File: config.mk
export PLATFORM = sky130hd
export DESIGN_NAME = unsaved_mem_stream_reader
export DESIGN_NICKNAME = d
export VERILOG_FILES = /design/src/rtl/unsaved_mem_stream_reader.sv
export SDC_FILE = /design/constraint.sdc
export NUM_CORES = 1
export LEC_CHECK = 0
export ABC_AREA = 1
export CAP_MARGIN = 20
export CORE_MARGIN = 2
export CORE_UTILIZATION = 46
export CTS_CLUSTER_SIZE = 8
export DETAILED_ROUTE_END_ITERATION = 16
export PLACE_DENSITY = 0.7
export REMOVE_ABC_BUFFERS = 1
export SLEW_MARGIN = 20
export SYNTH_ARGS = -nofsm -noshare
export SYNTH_HDL_FRONTEND = slang
export SYNTH_SLANG_ARGS = --single-unit
File: constraint.sdc
create_clock -name clk -period 3.5 [get_ports clk]
set_clock_uncertainty 0.05 [all_clocks]
set_input_delay 0.525 -clock clk [delete_from_list [all_inputs] [get_ports clk]]
set_output_delay 0.525 -clock clk [all_outputs]
set_load 0.02 [all_outputs]
File: src/rtl/unsaved_mem_stream_reader.sv
// Sequential RAM reader: issues word reads from base_addr and streams the
// returned words out as an Avalon-ST source with sop/eop framing.
module unsaved_mem_stream_reader #(
    parameter int ADDR_W = 10,
    parameter int DATA_W = 32,
    parameter int LEN_W  = 11
) (
    input  logic              clk,
    input  logic              reset_n,
    input  logic              start,
    input  logic [ADDR_W-1:0] base_addr,
    input  logic [LEN_W-1:0]  length,
    output logic              busy,
    output logic              done,
    output logic [ADDR_W-1:0] mem_address,
    output logic              mem_chipselect,
    output logic              mem_write,
    output logic [3:0]        mem_byteenable,
    output logic              mem_clken,
    input  logic [DATA_W-1:0] mem_readdata,
    output logic [DATA_W-1:0] st_data,
    output logic              st_valid,
    input  logic              st_ready,
    output logic              st_sop,
    output logic              st_eop
);

    localparam logic [1:0] S_IDLE  = 2'd0;
    localparam logic [1:0] S_RUN   = 2'd1;
    localparam logic [1:0] S_DRAIN = 2'd2;
    localparam logic [1:0] S_DONE  = 2'd3;

    logic [1:0]        state;
    logic [1:0]        state_d;
    logic [ADDR_W-1:0] base_q;
    logic [LEN_W-1:0]  len_q;
    logic [LEN_W-1:0]  issue_cnt;
    logic [LEN_W-1:0]  beat_cnt;
    logic              inflight;

    // 2-entry buffer; count includes only stored words, not the word in flight.
    logic [DATA_W-1:0] buf_mem [2];
    logic [1:0]        count;
    logic              wr_ptr;
    logic              rd_ptr;

    logic              accept;
    logic              issue;
    logic              bypass;
    logic              pop;
    logic              push;
    logic              drop;
    logic              last_beat;
    logic              last_issue;
    logic [DATA_W-1:0] head_data;

    assign mem_write      = 1'b0;
    assign mem_byteenable = 4'hF;
    assign mem_clken      = 1'b1;

    assign accept     = (state == S_IDLE) && start && (length != '0);
    // Credit rule: stored words plus the word in flight never exceed two.
    assign issue      = (state == S_RUN) && (issue_cnt < len_q) &&
                        ((count + {1'b0, inflight}) < 2'd2);
    assign last_issue = issue && ((issue_cnt + LEN_W'(1)) == len_q);

    // Fall-through head: with the buffer empty the returning word goes
    // straight to the stream, which saves a cycle of latency.
    assign bypass    = (count == 2'd0);
    assign st_valid  = !bypass || inflight;
    assign head_data = bypass ? mem_readdata : buf_mem[rd_ptr];
    assign pop       = st_valid && st_ready;
    assign push      = inflight && !(bypass && pop);
    assign drop      = pop && !bypass;
    assign last_beat = (beat_cnt == (len_q - LEN_W'(1)));

    assign st_data = st_valid ? head_data : '0;
    assign st_sop  = st_valid && (beat_cnt == '0);
    assign st_eop  = st_valid && last_beat;

    assign mem_chipselect = issue;
    assign mem_address    = base_q + issue_cnt[ADDR_W-1:0];

    assign busy = (state == S_RUN) || (state == S_DRAIN);
    assign done = (state == S_DONE);

    always_comb begin
        // NOTE: default first so every path assigns state_d and no latch is inferred.
        state_d = state;
        case (state)
            S_IDLE: begin
                if (start) state_d = (length != '0) ? S_RUN : S_DONE;
            end
            S_RUN: begin
                if (last_issue) state_d = S_DRAIN;
            end
            S_DRAIN: begin
                if (pop && last_beat) state_d = S_DONE;
            end
            default: state_d = S_IDLE;
        endcase
    end

    always_ff @(posedge clk or negedge reset_n) begin
        if (!reset_n) begin
            state     <= S_IDLE;
            base_q    <= '0;
            len_q     <= '0;
            issue_cnt <= '0;
            beat_cnt  <= '0;
            inflight  <= 1'b0;
        end else begin
            // NOTE: non-blocking so every register samples pre-edge values.
            state    <= state_d;
            inflight <= issue;
            if (accept) begin
                base_q    <= base_addr;
                len_q     <= length;
                issue_cnt <= '0;
                beat_cnt  <= '0;
            end else begin
                if (issue) issue_cnt <= issue_cnt + LEN_W'(1);
                if (pop)   beat_cnt  <= beat_cnt + LEN_W'(1);
            end
        end
    end

    always_ff @(posedge clk or negedge reset_n) begin
        if (!reset_n) begin
            count  <= 2'd0;
            wr_ptr <= 1'b0;
            rd_ptr <= 1'b0;
        end else begin
            if (push) wr_ptr <= ~wr_ptr;
            if (drop) rd_ptr <= ~rd_ptr;
            case ({push, drop})
                2'b10:   count <= count + 2'd1;
                2'b01:   count <= count - 2'd1;
                default: count <= count;
            endcase
        end
    end

    // NOTE: buffer storage is not reset; st_data is gated by st_valid and the
    // pointers/count are reset, so stale contents are never observable.
    always_ff @(posedge clk) begin
        if (push) buf_mem[wr_ptr] <= mem_readdata;
    end

    overflow_check: assert property (@(posedge clk) disable iff (!reset_n)
        !(push && !drop && (count == 2'd2)));

endmodule

==> metrics.md <==
| Metric | Value |
|---|---|
| GP Congestion | 0.878 |
| Final Hold Viols | 0 |
| Synth async-reset ratio | 0.439 |
| Crit path time final | 3320 ps |
| Layout cells sized above 1 | 0.101 |
| Pin count of the biggest net entering global routing | 39 |
| DRC violations left | 0 |
| Syn Area/Cell | 8.61 um^2 |
| Routed WL | 14.9 mm |
| Pre-CTS setup slack | 246 ps |
| Status | finished clean |
| Most common cell after layout, fill and taps aside | nand2_1 |
| N_diodes | 0 |
| RSZ-0062 raised after global routing | false |
| Via-per-instance ratio | 5.00 |
| CP arrival | 2740 ps |
| Slew Limit Fails | 0 |
| Setup TNS | 0 ps |
| R2R Path End | issue_cnt[10] |
| Clk sinks | 114 |
| Final setup viols | 0 |
| ANT nets after route | 0 |
| Cells on worst reg2reg path | 13 |
| Vias in the first global route | 5262 |
| Power Dens Cells | 904 nW/um^2 |
| # resized after CTS | 2 |
| Fin Hold WS | 178 ps |
| Num CTS Buffers | 17 |
| Syn Inst Count | 774 |
| Global routing usage on met2 | 0.330 |
| WP data required | 2920 ps |
| Switching Share | 0.400 |
| Main flop type after synthesis | edfxtp_1 |
| Clk buf depth | 2 |
| Hpwl dp | 10.4 mm |
| Core box area | 14000 um^2 |
| Die area | 15500 um^2 |
| Max-slew headroom | 0.407 |
| Psw | 0.00309 W |
| Crit Path Max Fanout | 5 |
| Post-synth EDFFs | 64 |
| Startpoint types | flip-flop |
| Grt ovf | 0 |
| Fin crit share | 0.948 |
| GRT Max-Usage Layer | met2 |
| All-Layer GR Usage | 0.204 |
| CP Launch Point | issue_cnt[0] |
| DRT iter0 DRCs | 451 |
| Root Buffer | clkbuf_16 |
| Net count, final | 975 |
| Fmax | 301 MHz |
| DP Area | 7920 um^2 |
| Initial core utilization | 0.475 |
| Initial antenna violation count | 0 |
| CTS tree | yes |
| Clock latency on the worst-skew pair | 420 ps |
| # hold bufs at CTS | 0 |
| P&R area growth vs syn | 28.2% |
| CP endpoint kind | output port |
| Distinct cells, synth | 41 |
| Worst-margin pin slew | 890 ps |
| Port bufs | 104 |
| Hold Crit Class | input pin to async pin |
| P_leak | 3.81 nW |
| Met1 usage | 0.274 |
| Post-CTS Setup Bufs | 0 |
| Final WS setup | 183 ps |
| Reg2Reg Setup Slack | 960 ps |
| Synth warnings | 0 |
| Pre-antenna DRT Iters | 4 |
| CP endpoint | mem_address[8] |
| I/O pin count | 111 |
| Kind of critical path | flip-flop to output port |
| Max VDD drop | 0.521 mV |
| Die Ht | 124 um |
| Seq/Total Area, Yosys | 0.476 |
| Cell Area, Synth | 6670 um^2 |
| Sequential Power Share | 0.262 |
| Most frequent cells in the layout | nand2_1 (156), inv_1 (106), clkdlybuf4s50_1 (101), nor2_1 (97), edfxtp_1 (64) |
| First-pass GRT wire length | 25.5 mm |
| H-tree levels | 4 |
| Std-Cell Rows | 43 |
| MaxCap Viol Count | 0 |
| Worst R2R Start | len_q[6] |
| Design area | 8540 um^2 |
| Clk pwr share | 0.233 |
| Gate power share | 0.505 |
| Routed len/inst | 13.8 um |
| Vias post-DR | 5395 |
| FF+latch count, synth | 114 |
| Int Pwr | 0.00463 W |
| Width of the die | 124 um |
| CTS clock-pin slew for the worst setup and hold paths | 50 ps |
| Met3 Resource Use GR | 0.0481 |
## critical path, stage by stage, from the launching register on
cell and delay [ps]:
dfrtp_1 410, ha_1 230, inv_1 80, fa_1 400, o21ai_1 220, nand2_1 70, nand2_1 70, a21oi_1 80
inv_1 60, a21oi_1 50, o21bai_1 150, xor2_1 150, dlygate4sd2_1 340
## kinds of logic (layout without fill, tap and decap cells)
kind of cell | Yosys count | after routing | share of synthesized area
AO/OA/AOI/OAI | 96 | 96 | 0.0758
XOR/XNOR | 22 | 22 | 0.0289
adder cells (fa/ha/maj) | 31 | 31 | 0.0593
buffers and inverters | 134 | 256 | 0.0803
flip-flops | 114 | 114 | 0.476
multiplexers | 32 | 32 | 0.0541
other | 2 | 6 | 0.00113
AND/OR/NAND/NOR | 343 | 343 | 0.224
## final cells by class
type | instances | area (um^2)
fillers | 1232 | 5500
flip-flops and latches | 114 | 3170
multi-input cells | 530 | 2980
repair buffers | 116 | 1140
clock buffers | 19 | 433
inverters | 108 | 408
well taps | 180 | 225
clock inverters | 13 | 185
## sequential cells by signal, indices dropped and copies added (netlist names)
name and count:
base_q 10, count 2, inflight 1, wr_ptr 1, state 2, buf_mem 64
rd_ptr 1, len_q 11, issue_cnt 11, beat_cnt 11
## metal layers
layer / part of all wire / vias up
met5: 0 / -
met4: 0.0085 / 0
met3: 0.038 / 9
met2: 0.47 / 112
met1: 0.48 / 2507
li1: - / 2767
## power groups by stage
stage	sequential (W)	combinational [W]	clock, W
2_1_floorplan	0.00203	0.00239	0
3_3_place_gp	0.00203	0.00388	0
3_5_place_dp	0.00204	0.00391	0
4_1_cts	0.00202	0.00393	0.00184
5_1_grt	0.00206	0.00436	0.00189
6_report	0.00202	0.00390	0.00180
## per-stage QoR
step | util | cells | total power [W]
global route | 0.608 | 1080 | 0.00831
global placement | 0.564 | 1048 | 0.00591
finish | 0.608 | 1080 | 0.00773
detailed placement | 0.564 | 1048 | 0.00595
CTS | 0.608 | 1080 | 0.00779
floorplan | - | 752 | 0.00442
## cells in the mapped netlist, types with 2 or more instances
cell type | n | area share
a211oi_1 | 2 | 0.0023
nand4_1 | 13 | 0.012
nor2_2 | 2 | 0.0019
dfrtp_1 | 50 | 0.19
buf_4 | 7 | 0.0079
a31oi_1 | 2 | 0.0019
inv_1 | 106 | 0.060
xnor2_1 | 7 | 0.0092
nand3_1 | 49 | 0.037
ha_1 | 30 | 0.056
a21oi_1 | 19 | 0.014
buf_2 | 2 | 0.0015
xor2_1 | 15 | 0.020
nor3_1 | 6 | 0.0045
nor4_1 | 5 | 0.0047
clkbuf_1 | 16 | 0.0090
nand2_2 | 2 | 0.0019
edfxtp_1 | 64 | 0.29
mux2_2 | 32 | 0.054
nand2_1 | 156 | 0.088
nor2_1 | 99 | 0.056
o22ai_1 | 5 | 0.0047
conb_1 | 2 | 0.0011
nor2_4 | 4 | 0.0068
o21ai_0 | 63 | 0.047
## worst min-delay path by stage
stage,start,end
6_report,reset_n,state[1]
5_1_grt,reset_n,beat_cnt[3]
4_1_cts,reset_n,beat_cnt[0]
3_5_place_dp,rd_ptr,rd_ptr
3_3_place_gp,rd_ptr,rd_ptr
2_1_floorplan,reset_n,base_q[0]
No activity file was read; power rests on OpenSTA's default activity.
